`config.mk`:
```
export PLATFORM = sky130hd
export DESIGN_NAME = noc_inject_port
export DESIGN_NICKNAME = d
export VERILOG_FILES = /design/src/rtl/noc_pkg.sv /design/src/rtl/noc_pkt_fifo.sv /design/src/rtl/noc_inject_port.sv
export SDC_FILE = /design/constraint.sdc
export NUM_CORES = 1
export LEC_CHECK = 0
export CORE_AREA = 2 2 137 139
export DETAILED_ROUTE_END_ITERATION = 7
export DIE_AREA = 0 0 139 141
export PLACE_DENSITY = 0.84
export SETUP_SLACK_MARGIN = 0.4
export SYNTH_ARGS = -nofsm -noshare
export SYNTH_HDL_FRONTEND = slang
export SYNTH_SLANG_ARGS = --single-unit
```
`constraint.sdc`:
```
create_clock -name clk -period 3.2 [get_ports clk]
set_clock_uncertainty 0.1 [all_clocks]
set_input_delay 0.48 -clock clk [delete_from_list [all_inputs] [get_ports clk]]
set_output_delay 0.48 -clock clk [all_outputs]
set_load 0.005 [all_outputs]
```
`src/rtl/noc_pkg.sv`:
```
`default_nettype none
// ============================================================================
// Module      : noc_pkg
// Description : Shared constants, packet field offsets, flit flags and the
//               serializer state encoding for the NoC injection port.
// Revision    : 1.0 - initial release
// ============================================================================
package noc_pkg;

    // Packet geometry for the default filter element width
    localparam int c_FILTER_WIDTH = 8;
    localparam int c_PKT_W        = 5 * c_FILTER_WIDTH + 13;

    // Flit geometry: one flag bit above the payload
    localparam int   c_FLIT_W   = 28;
    localparam int   c_FLAG_BIT = 27;
    localparam logic c_HEAD_FLAG = 1'b1;
    localparam logic c_TAIL_FLAG = 1'b0;

    // The head carries pkt[26:0]; the tail carries everything from bit 27 up
    localparam int c_TAIL_LSB = 27;

    // Control-unit packet bit-field offsets
    localparam int c_DIR_LSB  = 0;   // [1:0] direction
    localparam int c_XHOP_LSB = 2;   // [4:2] x-hop
    localparam int c_YHOP_LSB = 5;   // [7:5] y-hop
    localparam int c_TS_BIT   = 8;   // [8]   timestep
    localparam int c_KIND_BIT = 9;   // [9]   ifmap(0)/filter(1)
    localparam int c_DATA_LSB = 10;  // [PKT_W-1:10] row/location/data

    // Serializer states
    typedef enum logic [1:0] {
        ST_IDLE = 2'd0,
        ST_HEAD = 2'd1,
        ST_TAIL = 2'd2
    } state_t;

endpackage
`default_nettype wire

```
`src/rtl/noc_pkt_fifo.sv`:
```
`default_nettype none
// ============================================================================
// Module      : noc_pkt_fifo
// Description : Synchronous whole-packet FIFO with registered occupancy.
//               DEPTH must be a power of two (pointers wrap naturally).
//               The caller never pushes when full nor pops when empty.
// Revision    : 1.0 - initial release
// ============================================================================
module noc_pkt_fifo #(
    parameter int WIDTH = 53,
    parameter int DEPTH = 4
) (
    input  logic                       clk,
    input  logic                       rst,
    input  logic                       push,
    input  logic                       pop,
    input  logic [WIDTH-1:0]           wdata,
    output logic [WIDTH-1:0]           rdata,
    output logic [$clog2(DEPTH+1)-1:0] count
);
    localparam int c_PTR_W = $clog2(DEPTH);
    localparam int c_CNT_W = $clog2(DEPTH + 1);

    logic [WIDTH-1:0]   r_mem [DEPTH];
    logic [c_PTR_W-1:0] r_wr_ptr;
    logic [c_PTR_W-1:0] r_rd_ptr;
    logic [c_CNT_W-1:0] r_count;

    // Storage array: written on push, no reset needed for the payload
    always_ff @(posedge clk) begin
        if (push) begin
            r_mem[r_wr_ptr] <= wdata;
        end
    end

    // Pointers and occupancy; a simultaneous push and pop leaves count unchanged
    always_ff @(posedge clk or posedge rst) begin
        if (rst) begin
            r_wr_ptr <= '0;
            r_rd_ptr <= '0;
            r_count  <= '0;
        end else begin
            if (push) begin
                r_wr_ptr <= r_wr_ptr + c_PTR_W'(1);
            end
            if (pop) begin
                r_rd_ptr <= r_rd_ptr + c_PTR_W'(1);
            end
            case ({push, pop})
                2'b10:   r_count <= r_count + c_CNT_W'(1);
                2'b01:   r_count <= r_count - c_CNT_W'(1);
                default: r_count <= r_count;
            endcase
        end
    end

    assign rdata = r_mem[r_rd_ptr];
    assign count = r_count;

endmodule
`default_nettype wire

```
`src/rtl/noc_inject_port.sv`:
```
`default_nettype none
// ============================================================================
// Module      : noc_inject_port
// Description : Buffers control-unit packets and serializes each one into a
//               head and a tail flit toward a credit-flow-controlled router.
//               Define NOC_INJECT_STATS_EN to add the pkt_sent_cnt output.
// Revision    : 1.0 - initial release
// ============================================================================
module noc_inject_port
    import noc_pkg::*;
#(
    parameter int FILTER_WIDTH = 8,
    parameter int PKT_W        = 5 * FILTER_WIDTH + 13,
    parameter int FIFO_DEPTH   = 4,
    parameter int CREDITS      = 4
) (
    input  logic                clk,
    input  logic                rst,
    input  logic                pkt_valid,
    output logic                pkt_ready,
    input  logic [PKT_W-1:0]    pkt_data,
    output logic                flit_valid,
    output logic [c_FLIT_W-1:0] flit_data,
    input  logic                credit_return,
    output logic                credit_err
`ifdef NOC_INJECT_STATS_EN
    ,
    output logic [15:0]         pkt_sent_cnt
`endif
);
    localparam int c_CNT_W  = $clog2(FIFO_DEPTH + 1);
    localparam int c_CRD_W  = $clog2(CREDITS + 1);
    localparam int c_TAIL_W = c_FLIT_W - 1;
    localparam logic [c_CNT_W-1:0] c_FIFO_FULL = c_CNT_W'(FIFO_DEPTH);
    localparam logic [c_CRD_W-1:0] c_CRD_MAX   = c_CRD_W'(CREDITS);

    state_t              r_state;
    state_t              w_state_nx;
    logic                r_live;
    logic [c_CNT_W-1:0]  w_count;
    logic [PKT_W-1:0]    w_front;
    logic                w_push;
    logic                w_pending;
    logic                w_has_credit;
    logic                w_send_head;
    logic                w_send_tail;
    logic                w_send;
    logic [c_CRD_W-1:0]  r_credit;
    logic                r_credit_err;
    logic                r_flit_valid;
    logic [c_FLIT_W-1:0] r_flit_data;
    logic [c_FLIT_W-1:0] w_head_flit;
    logic [c_FLIT_W-1:0] w_tail_flit;

    // Ready is held low during reset and comes up on the first edge after it
    assign pkt_ready    = r_live & (w_count < c_FIFO_FULL);
    assign w_push       = pkt_valid & pkt_ready;
    assign w_pending    = (w_count != '0);
    assign w_has_credit = (r_credit != '0);
    assign w_send       = w_send_head | w_send_tail;

    // The packet under serialization stays at the FIFO front until its tail goes
    assign w_head_flit = {c_HEAD_FLAG, w_front[c_TAIL_LSB-1:0]};
    assign w_tail_flit = {c_TAIL_FLAG, c_TAIL_W'(w_front[PKT_W-1:c_TAIL_LSB])};

    noc_pkt_fifo #(
        .WIDTH (PKT_W),
        .DEPTH (FIFO_DEPTH)
    ) u_fifo (
        .clk   (clk),
        .rst   (rst),
        .push  (w_push),
        .pop   (w_send_tail),
        .wdata (pkt_data),
        .rdata (w_front),
        .count (w_count)
    );

    // Ready-enable: set on the first clock edge out of reset
    always_ff @(posedge clk or posedge rst) begin
        if (rst) begin
            r_live <= 1'b0;
        end else begin
            r_live <= 1'b1;
        end
    end

    // Serializer state register
    always_ff @(posedge clk or posedge rst) begin
        if (rst) begin
            r_state <= ST_IDLE;
        end else begin
            r_state <= w_state_nx;
        end
    end

    // Next state and send decisions; a flit is issued on the edge that leaves
    // the deciding state, so HEAD shows the head flit and TAIL either waits for
    // a credit (flit_valid low) or shows the tail flit just issued.
    always_comb begin
        w_state_nx  = r_state;
        w_send_head = 1'b0;
        w_send_tail = 1'b0;
        case (r_state)
            ST_IDLE: begin
                if (w_pending && w_has_credit) begin
                    w_send_head = 1'b1;
                    w_state_nx  = ST_HEAD;
                end
            end
            ST_HEAD: begin
                w_state_nx  = ST_TAIL;
                w_send_tail = w_has_credit;
            end
            ST_TAIL: begin
                if (!r_flit_valid) begin
                    w_send_tail = w_has_credit;
                end else if (w_pending && w_has_credit) begin
                    w_send_head = 1'b1;
                    w_state_nx  = ST_HEAD;
                end else begin
                    w_state_nx  = ST_IDLE;
                end
            end
            default: begin
                w_state_nx = ST_IDLE;
            end
        endcase
    end

    // Registered flit outputs; data holds its last value between flits
    always_ff @(posedge clk or posedge rst) begin
        if (rst) begin
            r_flit_valid <= 1'b0;
            r_flit_data  <= '0;
        end else begin
            r_flit_valid <= w_send;
            if (w_send_head) begin
                r_flit_data <= w_head_flit;
            end else if (w_send_tail) begin
                r_flit_data <= w_tail_flit;
            end
        end
    end

    // Credit counter: send and return together cancel; overflow saturates and sticks
    always_ff @(posedge clk or posedge rst) begin
        if (rst) begin
            r_credit     <= c_CRD_MAX;
            r_credit_err <= 1'b0;
        end else begin
            if (w_send && !credit_return) begin
                r_credit <= r_credit - c_CRD_W'(1);
            end else if (!w_send && credit_return) begin
                if (r_credit == c_CRD_MAX) begin
                    r_credit_err <= 1'b1;
                end else begin
                    r_credit <= r_credit + c_CRD_W'(1);
                end
            end
        end
    end

    assign flit_valid = r_flit_valid;
    assign flit_data  = r_flit_data;
    assign credit_err = r_credit_err;

`ifdef NOC_INJECT_STATS_EN
    logic [15:0] r_pkt_sent_cnt;

    // Completed-packet counter, advanced on each tail flit and wrapping at 16 bits
    always_ff @(posedge clk or posedge rst) begin
        if (rst) begin
            r_pkt_sent_cnt <= 16'd0;
        end else if (w_send_tail) begin
            r_pkt_sent_cnt <= r_pkt_sent_cnt + 16'd1;
        end
    end

    assign pkt_sent_cnt = r_pkt_sent_cnt;
`endif

endmodule
`default_nettype wire

```
==> metrics.md <==
| Metric | Value |
|---|---|
| Status | complete, no violations |
| Synthesis warning total | 0 |
| Peak supply drop | 0.0005899 V |
| Post-route ant nets | 0 |
| Static leakage | 0.004052 uW |
| Fin Setup TNS | 0 ns |
| RSZ-0062 raised after global routing | no |
| IO Pins | 88 |
| #FFs+latches synth | 255 |
| Met1 Use GR | 24.56% |
| Clock slew at reported path FFs | 0.07 ns |
| CP delay by family, top | simple AND/OR/NAND/NOR gates |
| Rel. slew slack | 52.05% |
| DR pass1 iterations | 5 |
| Initial antenna violation count | 0 |
| Fin nets | 664 |
| Final WL | 18.77 mm |
| Die Y | 141 um |
| Clock Latency Late Sink | 0.52 ns |
| Hold-fix buffers, CTS | 0 |
| CTS H-tree lvls | 1 |
| Area Overhead vs Synth | 20.97% |
| HP Class | in2async |
| Met2 Track Usage GR | 34.38% |
| GRT Total Usage | 19.28% |
| Worst setup path category | reg2reg |
| Slew Limit Fails | 0 |
| Final Hold Violating Endpoints | 0 |
| CP Data Required Time | 3.54 ns |
| Initial Utilization | 53.99% |
| Most common cell after layout, fill and taps aside | edfxtp_1 |
| Die ar. | 0.01960 mm2 |
| Slowest cell on crit path | or4_4 |
| Mapped cell area | 0.009862 mm2 |
| DRC Markers | 0 |
| WL/cell | 22.15 um |
| Overflow after GRT | 0 |
| CTS Sinks | 255 |
| Most frequent cells in the layout | edfxtp_1 (212), clkdlybuf4s50_1 (87), mux4_2 (53) |
| Total power | 10730 uW |
| Final setup fails | 0 |
| Syn Area/Cell | 20.29 um2 |
| Reg-to-reg startpoint | r_state[0] |
| Worst Path Buf+Inv | 3 |
| Clock root buffer | clkbuf_16 |
| TritonCTS clock tree | built |
| Clock Path Buffers | 3 |
| Routed vias | 4864 |
| Yosys top cell area share | 64.55% |
| Crit Path Max Fanout | 4 |
| Arr. time, crit path | 3.07 ns |
| Layout Utilization | 65.31% |
| Fin crit share | 85.30% |
| Vias/cell | 5.743 |
| Routability cong. | 0.7745 |
| FF-to-FF path depth | 12 |
| Met3 Use GR | 3.906% |
| GR peak layer | met2 |
| Cells after synthesis | 486 |
| Core Rows | 50 |
| Synth area leader | edfxtp_1 |
| Crit path depth | 12 |
| MaxCap Viol Count | 0 |
| Area contributors post-synth | edfxtp_1 (65%), mux4_2 (12%), dfrtp_1 (11%), mux2i_1 (2.7%), ha_1 (1.4%) |
| Critical Path End Type | flop |
| Number of global-route vias before repair | 5389 |
| First-pass GRT wire length | 29.27 mm |
| Largest stage delay, worst path | 0.54 ns |
| TritonCTS buffer count | 25 |
| DP Wirelength | 10.42 mm |
| CORE AREA | 0.01827 mm2 |
| Maximum number of pins on one net before global-route repair | 54 |
| Worst R2R Setup Slack | 0.47 ns |
| Sequential area share after synthesis | 75.48% |
| Crit-path cells | inv_2 -> ha_4 -> and2b_2 -> o211a_4 -> nor2_4 -> inv_2 -> ha_4 -> inv_1 -> fa_2 -> or4_4 -> a21oi_2 -> a221oi_1 |
| Mapped Nets | 556 |
| RR Endpoint | r_credit[2] |
| Startpoint types | flop |
| Layout cells sized above 1 | 21.53% |
| Power per Cell Area | 899.5 mW/mm2 |
| Fmax | 0.3664 GHz |
| # port buffers | 87 |
| Slew @ Worst Pin | 0.7193 ns |
| Die X | 139 um |
| Fin crit period | 2.729 ns |
| DRT iter0 DRCs | 402 |
| Cell variety after synth | 42 |
| Antenna diode instance count | 0 |
[flip-flops by register name, indices dropped and copies added (netlist names), 2 cells and up]
name / count
u_fifo.r_mem: 212
flit_data: 28
r_credit: 3
u_fifo.count: 3
r_state: 2
u_fifo.r_rd_ptr: 2
u_fifo.r_wr_ptr: 2
[power by group]
part	switching, uW	total (uW)	internal [uW]
combinational	1540	3290	1750
clock	1200	2870	1670
sequential	455	4580	4120
total	3190	10700	7540
[kinds of logic after synthesis]
logic type	share of synthesized area [%]
AND/OR/NAND/NOR	2.322
AO/OA/AOI/OAI	2.538
multiplexers	14.96
flip-flops	75.48
other	0.03802
buffers and inverters	2.335
XOR/XNOR	0.5330
adder cells (fa/ha/maj)	1.802
[synth_stat cells, drive strengths merged]
cell,instances
o211a,1
o21ai,30
conb,1
or2,1
inv,17
dfrtp,42
and2b,1
buf,14
nor2b,1
nand2b,1
a22o,2
nor3,3
o31ai,1
nand3,1
a31oi,1
mux4,53
or3,1
o22ai,2
xor2,3
nor2,4
clkbuf,7
fa,2
mux2i,27
and3,4
xnor2,3
mux2,1
a221oi,1
and2,1
a31o,1
dfstp,1
edfxtp,212
ha,11
or4,1
o311ai,1
nand2,29
a21oi,4
[per-stage QoR]
stage          instances  setup slack, ns  hold WS [ns]  instance area, um2
2_1_floorplan        486           0.4599        0.3643                9862
3_3_place_gp         797           0.3941        0.3560               11010
3_5_place_dp         797           0.2393        0.3979               11010
4_1_cts              844           0.4182        0.1568               11850
5_1_grt              847           0.3799        0.1741               11930
6_report             847           0.4705        0.1458               11930
[area by class of cell]
class	count	area, um2
Sequential cell	255	7450
Fill cell	1196	6337
Multi-Input combinational cell	193	2258
Timing Repair Buffer	102	1059
Clock buffer	32	681.9
Tap cell	234	292.8
Clock inverter	14	125.1
Inverter	17	63.81
[layer usage]
| metal | vias up | share of wire (%) |
|---|---|---|
| met3 | 27 | 6.3 |
| li1 | 2138 | - |
| met1 | 2560 | 39 |
| met4 | 0 | 1.5 |
| met5 | - | 0 |
| met2 | 139 | 53 |
[worst max path at each step]
| stage | to | startpoint | slack, ns |
|---|---|---|---|
| after floorplan | r_credit[2] | r_state[0] | 0.46 |
| after global placement | u_fifo.count[2] | r_state[0] | 0.39 |
| after detailed placement | u_fifo.count[2] | r_state[0] | 0.24 |
| after CTS | r_credit[2] | r_state[0] | 0.42 |
| after global routing | r_credit[2] | r_state[0] | 0.38 |
| final | r_credit[2] | r_state[0] | 0.47 |
[repair_timing]
action                                  4_1_cts  5_1_grt
endpoints found under the setup margin        2        2
setup buffers                                 1        3
pin swaps                                     0        4
gates resized for setup                       7       14
endpoints found under the hold margin         0        0
Power figures use the tool's default switching activity.
